==> config.mk <==
export PLATFORM = sky130hd
export DESIGN_NAME = sa_feeder
export DESIGN_NICKNAME = d
export VERILOG_FILES = /design/src/rtl/sa_feeder.sv
export SDC_FILE = /design/constraint.sdc
export NUM_CORES = 1
export LEC_CHECK = 0
export ABC_CLOCK_PERIOD_IN_PS = 3550
export BUFFER_PORTS_ARGS = -buffer_cell sky130_fd_sc_hd__buf_4
export CELL_PAD_IN_SITES_DETAIL_PLACEMENT = 1
export CELL_PAD_IN_SITES_GLOBAL_PLACEMENT = 2
export CORE_ASPECT_RATIO = 0.5
export CORE_MARGIN = 1
export CORE_UTILIZATION = 42
export CTS_CLUSTER_SIZE = 28
export DETAILED_ROUTE_END_ITERATION = 12
export GPL_TIMING_DRIVEN = 0
export HOLD_SLACK_MARGIN = 0.03
export PLACE_DENSITY = 0.85
export SLEW_MARGIN = 30
export SYNTH_ARGS = -nofsm -noshare
export SYNTH_HDL_FRONTEND = slang
export SYNTH_SLANG_ARGS = --single-unit
==> constraint.sdc <==
create_clock -name clk -period 3.55 [get_ports clk]
set_clock_uncertainty 0.05 [all_clocks]
set_input_delay 0.1775 -clock clk [delete_from_list [all_inputs] [get_ports clk]]
set_output_delay 0.1775 -clock clk [all_outputs]
set_load 0.01 [all_outputs]
==> src/rtl/sa_feeder.sv <==
// sa_feeder: operand feeder for an N x N signed systolic array.
// Holds one A and one B matrix, loaded row/column-wise over a valid/ready
// port, and on start streams them as diagonally skewed, zero-padded lanes:
// A rows to the west edge, B columns to the north edge.
// Optional feature macro: SA_FEEDER_CLR_EN adds a CLEAR state that pulses
// o_sa_clr before streaming, so every run yields a fresh product instead of
// accumulating into the array.
module sa_feeder #(
    parameter int WIDTH = 8,
    parameter int N     = 2
) (
    input  logic                 clk,
    input  logic                 rst_n,
    input  logic                 i_load_valid,
    output logic                 o_load_ready,
    input  logic                 i_load_sel,
    input  logic [$clog2(N)-1:0] i_load_idx,
    input  logic [N*WIDTH-1:0]   i_load_data,
    input  logic                 i_start,
    output logic                 o_busy,
    output logic                 o_done,
    output logic                 o_sa_en,
    output logic                 o_sa_clr,
    output logic [N*WIDTH-1:0]   o_sa_a,
    output logic [N*WIDTH-1:0]   o_sa_b
);

    localparam int IDXW   = $clog2(N);
    localparam int STEPS  = 3*N - 2;          // stream length in cycles
    localparam int TW     = $clog2(STEPS);
    localparam int T_LAST = STEPS - 1;

    typedef enum logic [1:0] {S_IDLE, S_CLEAR, S_STREAM, S_DONE} state_t;

    state_t                             r_state, w_state_nxt;
    logic [TW-1:0]                      r_t, w_t_nxt;
    logic [N-1:0][N-1:0][WIDTH-1:0]     r_a, r_b;       // [row][col]
    logic [N-1:0][N-1:0][WIDTH-1:0]     w_a_nxt, w_b_nxt;
    logic                               w_load_fire;
    logic                               w_sa_clr_d;
    logic [N*WIDTH-1:0]                 w_sa_a_d, w_sa_b_d;

    logic                               r_load_ready, r_busy, r_done, r_sa_en, r_sa_clr;
    logic [N*WIDTH-1:0]                 r_sa_a, r_sa_b;

    assign w_load_fire = i_load_valid & (r_state == S_IDLE);

    // State register and STREAM step counter.
    always_ff @(posedge clk or negedge rst_n) begin
        if (!rst_n) begin
            r_state <= S_IDLE;
            r_t     <= '0;
        end else begin
            // NOTE: clocked blocks use <= so every flop samples pre-edge values regardless of statement order.
            r_state <= w_state_nxt;
            r_t     <= w_t_nxt;
        end
    end

    // Next-state and next-step logic.
    always_comb begin
        // NOTE: defaults first so every path assigns every output; a missed path would infer a latch.
        w_state_nxt = r_state;
        case (r_state)
            S_IDLE: begin
                if (i_start) begin
`ifdef SA_FEEDER_CLR_EN
                    w_state_nxt = S_CLEAR;
`else
                    w_state_nxt = S_STREAM;
`endif
                end
            end
            S_CLEAR:  w_state_nxt = S_STREAM;
            S_STREAM: if (r_t == TW'(T_LAST)) w_state_nxt = S_DONE;
            S_DONE:   w_state_nxt = S_IDLE;
            default:  w_state_nxt = S_IDLE;
        endcase
        w_t_nxt = ((r_state == S_STREAM) && (w_state_nxt == S_STREAM)) ? r_t + TW'(1) : '0;
    end

    // Storage update: an accepted beat overwrites one A row or one B column.
    // Index values >= N match no row and are silently dropped.
    always_comb begin
        w_a_nxt = r_a;
        w_b_nxt = r_b;
        if (w_load_fire) begin
            for (int r = 0; r < N; r++) begin
                if (i_load_idx == IDXW'(r)) begin
                    for (int k = 0; k < N; k++) begin
                        if (!i_load_sel) w_a_nxt[r][k] = i_load_data[k*WIDTH +: WIDTH];
                        else             w_b_nxt[k][r] = i_load_data[k*WIDTH +: WIDTH];
                    end
                end
            end
        end
    end

    // Matrix storage; persists across runs.
    always_ff @(posedge clk or negedge rst_n) begin
        if (!rst_n) begin
            // NOTE: storage is reset on purpose so a run issued before any load streams zeros, never X.
            r_a <= '0;
            r_b <= '0;
        end else begin
            r_a <= w_a_nxt;
            r_b <= w_b_nxt;
        end
    end

    // Output decode from the next state, so the registered outputs line up
    // with the state they describe; lanes read the post-load storage so a load
    // accepted with start is already visible at t = 0.
    always_comb begin
        w_sa_a_d = '0;
        w_sa_b_d = '0;
        if (w_state_nxt == S_STREAM) begin
            for (int i = 0; i < N; i++) begin
                for (int k = 0; k < N; k++) begin
                    if (int'(w_t_nxt) == i + k) begin
                        w_sa_a_d[i*WIDTH +: WIDTH] = w_a_nxt[i][k];
                        w_sa_b_d[i*WIDTH +: WIDTH] = w_b_nxt[k][i];
                    end
                end
            end
        end
    end

`ifdef SA_FEEDER_CLR_EN
    assign w_sa_clr_d = (w_state_nxt == S_CLEAR);
`else
    assign w_sa_clr_d = 1'b0;
`endif

    // Registered outputs.
    always_ff @(posedge clk or negedge rst_n) begin
        if (!rst_n) begin
            r_load_ready <= 1'b1;
            r_busy       <= 1'b0;
            r_done       <= 1'b0;
            r_sa_en      <= 1'b0;
            r_sa_clr     <= 1'b0;
            r_sa_a       <= '0;
            r_sa_b       <= '0;
        end else begin
            r_load_ready <= (w_state_nxt == S_IDLE);
            r_busy       <= (w_state_nxt != S_IDLE);
            r_done       <= (w_state_nxt == S_DONE);
            r_sa_en      <= (w_state_nxt == S_STREAM);
            r_sa_clr     <= w_sa_clr_d;
            r_sa_a       <= w_sa_a_d;
            r_sa_b       <= w_sa_b_d;
        end
    end

    assign o_load_ready = r_load_ready;
    assign o_busy       = r_busy;
    assign o_done       = r_done;
    assign o_sa_en      = r_sa_en;
    assign o_sa_clr     = r_sa_clr;
    assign o_sa_a       = r_sa_a;
    assign o_sa_b       = r_sa_b;

endmodule

Yosys cells after proc, flatten, opt, wreduce, memory -nomap -nowiden
Cells that the tools add are included.

Register bits after elaboration: 104. Input bits: 22. Logic and storage cells: 61.

$add $sub $neg: 1. Equality and inequality tests: 8. Mux-type cells: 30. Bitwise operators: 1. Reductions and logical operators: 5.

Operator list (count): 8-bit two-way mux (20); 16-bit two-way mux (4); 32-bit two-way mux (2); 2-bit == test (second input constant) (7); 2-bit case mux with 4 select lines (1); 2-bit zero test (3); 2-bit two-way mux (3); 2-bit by 1-bit adder with 2-bit output (second input constant) (1); 2-bit by 1-bit == test with 1-bit output (second input constant) (1); 2-bit nonzero test (1); 1-bit bitwise AND (1); 1-bit logical AND (1).

Longest topological paths before layout
Word-level depth: 10. Gate-level depth with buffers: 9. Gate-level depth less buffers: 6.

Worst setup path after synthesis
OpenSTA, ideal clock, no wires.

Path type: register -> register. Start point: register r_state[0]. End point: register r_sa_a[6], in the netlist o_sa_a[6]. Setup time: 139 ps. Arrival: 1895 ps. Required time: 3361 ps. Slack: 1466 ps. Cell stages (with the launch flop): 10. Path buffers: 3. Clock period less this slack: 2084 ps. Cell sequence: dfrtp_1 > inv_1 > ha_1 > buf_6 > and4bb_2 > buf_2 > buf_6 > mux2_2 > nor4_1 > a211oi_1.

RTL lines: from (decl) (RTL line 35) `state_t r_state, w_state_nxt;`; from (signal assigned) (RTL line 55) `r_state <= w_state_nxt;`; to (signal assigned) (RTL line 151) `r_sa_a <= w_sa_a_d;`; to (decl) (RTL line 44) `logic [N*WIDTH-1:0] r_sa_a, r_sa_b;`.

Worst setup path after layout
Start point: register r_state[0]. End point: register r_sa_a[5], in the netlist o_sa_a[5].

Word-level cells in the longest chain between the ends: 9. Elaborated cells between the ends (all ways): 17.

RTL lines: 2-bit == test, or another cell as far along (RTL line 64) `case (r_state)`; 2-bit case mux with 4 select lines (RTL line 64); 2-bit == test (RTL line 79, 117); 1-bit logical AND (RTL line 79) `w_t_nxt = ((r_state == S_STREAM) && (w_state_nxt == S_STREAM)) ? r_t + TW'(1) : '0;`; 2-bit two-way mux (RTL line 79); 2-bit zero test (RTL line 120) `if (int'(w_t_nxt) == i + k) begin`; 8-bit two-way mux (2 in a row) (RTL line 120); 16-bit two-way mux * (RTL line 117) `if (w_state_nxt == S_STREAM) begin`; named net w_sa_a_d[5] (RTL line 41) `logic [N*WIDTH-1:0] w_sa_a_d, w_sa_b_d;`.

Mark *: on every way through the listed nets, which the timed path passes. The rest lies on a longest branch.

==> out/qor.txt <==
Comb pwr share - 42.0%
Post-Syn Nets - 339
Final worst-path setup slack - 1.08 ns
Routability congestion estimate - 0.745
Max Fanout on Critical Path - 10
First-pass GRT wire length - 15.8 mm
Synth top area share - 61.5%
ANT nets after route - 0
Clock slew at reported path FFs - 0.07 ns
Largest net degree at the start of global routing - 105
Reg2Reg Setup Slack - 1.08 ns
Fmax - 0.405 GHz
Register area - 0.00260 mm^2
Clock share of power - 20.1%
Register area share after synthesis - 62.1%
Routed WL - 9.83 mm
Share of layout cells above drive strength 1 - 31.7%
Most frequent cells in the layout - 103 x dfrtp_1, 58 x buf_4, 52 x inv_1, 46 x mux2i_1, 18 x mux2_2
Element type at the critical path start - flip-flop
CTS H-tree depth - 3
Ports - 59
Hold crit path type - primary input to flip-flop
Hold_ws - 0.0706 ns
DRT iter0 DRCs - 166
Number of synthesis warnings - 0
Hpwl dp - 6.85 mm
CTS tree - done
Leak Pwr - 2.77 nW
Worst path max stage delay - 0.48 ns
Max Cap Viol - 0
Net Sw Power - 0.00182 W
CP Cell Sequence - inv_1 -> ha_1 -> buf_6 -> o21ai_0 -> buf_2 -> nand3b_1 -> clkbuf_1 -> a211oi_1
Via density - 4.98
DRC Markers - 0
Mapped cell area - 0.00419 mm^2
Power density cells - 967 mW/mm^2
Crit Reg-Reg Endpoint - o_sa_a[5]
Grt total ovfl - 0
Slew of the pin with the lowest slew margin - 0.798 ns
RSZ-0062 raised after global routing - no
CTS sink count - 104
Post-cts resize count - 0
Worst IR drop on VDD - 0.000449 V
Layout area overhead - 21.7%
Hold path cells - 3
Status - complete, no violations
Critical Path Slowest Stage Cell - clkbuf_1
CP Capture Type - flip-flop
Gate Count Post-Synth - 314
R2R depth - 8
Distinct cell type count after synthesis - 35
Crit Path Class - flip-flop to flip-flop
Routed WL per cell - 18.8 um
Antenna diodes - 0
Height of the die - 72.6 um
Synth area leader - dfrtp_1
FF-to-FF Start - r_state[0]
Syn Area/Cell - 13.3 um^2
Commonest non-fill, non-tap cell in the layout - dfrtp_1
Initial cell density of the core - 43.8%
Die Footprint - 0.0104 mm^2
Root buffer cell - clkbuf_16
Worst slack at placement - 1.08 ns
Total track usage - 21.3%
Worst Hold End - r_b[7]
Final period utilization - 69.5%
Top delay family on crit path - buffers and inverters
Row Count - 25
Setup_tns - 0 ns
CTS max path bufs - 2
Hold Startpoint - i_load_data[7]
Initial antenna violation count - 0
Count of final max-slew check failures - 0
Via count - 2607
Hold Fails Final Rpt - 0
Die width - 143 um
Inserted Clock Buffers - 9
TritonRoute pass-1 iters - 4
Multi-input logic area - 0.00125 mm^2
Pint - 0.00311 W
Final setup violation count - 0
Switching portion of total power - 36.9%
Tmin final - 2.47 ns
Fill count - 1006
CP Data Arrival Time - 2.61 ns
Vias in the first global route - 2839
Area of the core - 0.00957 mm^2
Buffers & Inverters on Critical Path - 4
Area contributors post-synth - dfrtp_1 61%, mux2i_1 11%, mux2_2 4.8%
PortBufs - 57
Clk Latency, worst-skew pair - 0.35 ns
WP data required - 3.69 ns
Final net count - 408
Flops & latches, synth - 104
Part of the power in registers - 38.0%
Max transition margin - 46.8%
==> state kept, by name (all words and copies together) (netlist names) <==
register	flops
o_done	1
r_t	2
o_sa_a	16
o_busy	1
r_b	32
r_a	32
o_load_ready	1
o_sa_b	16
o_sa_en	1
r_state	2
==> timing repair <==
item / 4_1_cts / 5_1_grt
buffers inserted: 0 / 0
hold endpoints to repair: 103 / 0
setup endpoints to repair: 0 / 0
hold buffers: 1 / 0
==> Yosys cell counts <==
library cell,n
dfrtp_1,103
inv_1,52
mux2i_1,46
mux2_2,18
a211oi_1,14
nor4_1,14
o22ai_2,10
buf_2,8
o22ai_1,6
buf_6,4
clkbuf_1,3
ha_1,3
nor2_1,3
o21ai_0,3
a22oi_1,2
buf_1,2
buf_4,2
nand3b_1,2
nor2b_1,2
or2_2,2
and2_1,1
and4bb_2,1
buf_12,1
conb_1,1
dfstp_2,1
nand2_1,1
nand4_1,1
nand4b_1,1
nand4b_2,1
o211ai_2,1
o21a_4,1
or2b_1,1
or3_1,1
or3b_1,1
or4b_1,1
==> how the worst max path moves through the flow <==
stage          startpoint   endpoint  slack [ns]  depth (start not counted)
5_1_grt        r_state[0]  o_sa_a[6]        0.85                          8
3_3_place_gp   r_state[0]  o_sa_a[4]        1.14                          8
6_report       r_state[0]  o_sa_a[5]        1.08                          8
4_1_cts        r_state[0]  o_sa_a[4]        1.06                          8
3_5_place_dp   r_state[0]  o_sa_b[1]        1.08                          8
2_1_floorplan  r_state[0]  o_sa_a[6]        1.47                          9
==> cell type report <==
cell class | count | share of cell area [%]
Multi-Input combinational cell | 138 | 24.6
Timing Repair Buffer | 58 | 8.71
Clock inverter | 7 | 1.42
Buffer | 20 | 2.72
Inverter | 52 | 3.83
Sequential cell | 104 | 51.0
Tap cell | 135 | 3.31
Clock buffer | 9 | 4.41
==> metrics by stage <==
stage	instances	util [%]	power, W	area, um^2
floorplan	314	-	0.00324	4190
global placement	506	50.0	0.00382	4790
detailed placement	506	50.1	0.00396	4790
CTS	523	53.3	0.00498	5100
global route	523	53.3	0.00525	5100
finish	523	53.3	0.00493	5100
==> power by group through the flow <==
stage          clock network (W)  registers, W  logic (W)
6_report                0.000990       0.00187    0.00207
5_1_grt                  0.00105       0.00192    0.00228
4_1_cts                  0.00101       0.00188    0.00209
3_5_place_dp                   0       0.00190    0.00207
3_3_place_gp                   0       0.00186    0.00196
2_1_floorplan                  0       0.00191    0.00133
==> routing by layer <==
| metal | track usage, % | part of all wire [%] |
|---|---|---|
| met3 | 5.45 | 2.8 |
| met4 | 5.67 | 0.74 |
| met5 | 0 | 0 |
| met1 | 28.2 | 47 |
| met2 | 35.4 | 49 |
==> worst min-delay path, cell delays in order <==
cell and delay [ns]:
buf_4 0.12, mux2i_1 0.09, inv_1 0.05
==> cell families (layout without fill, tap and decap cells) <==
logic type               Yosys count  after routing  synth area share, %
other                              1              1               0.0895
multiplexers                      64             64                 15.8
AND/OR/NAND/NOR                   33             33                 5.34
flip-flops                       104            104                 62.1
buffers and inverters             72            146                 7.97
adder cells (fa/ha/maj)            3              3                0.896
AO/OA/AOI/OAI                     37             37                 7.76
Power figures use the tool's default switching activity.
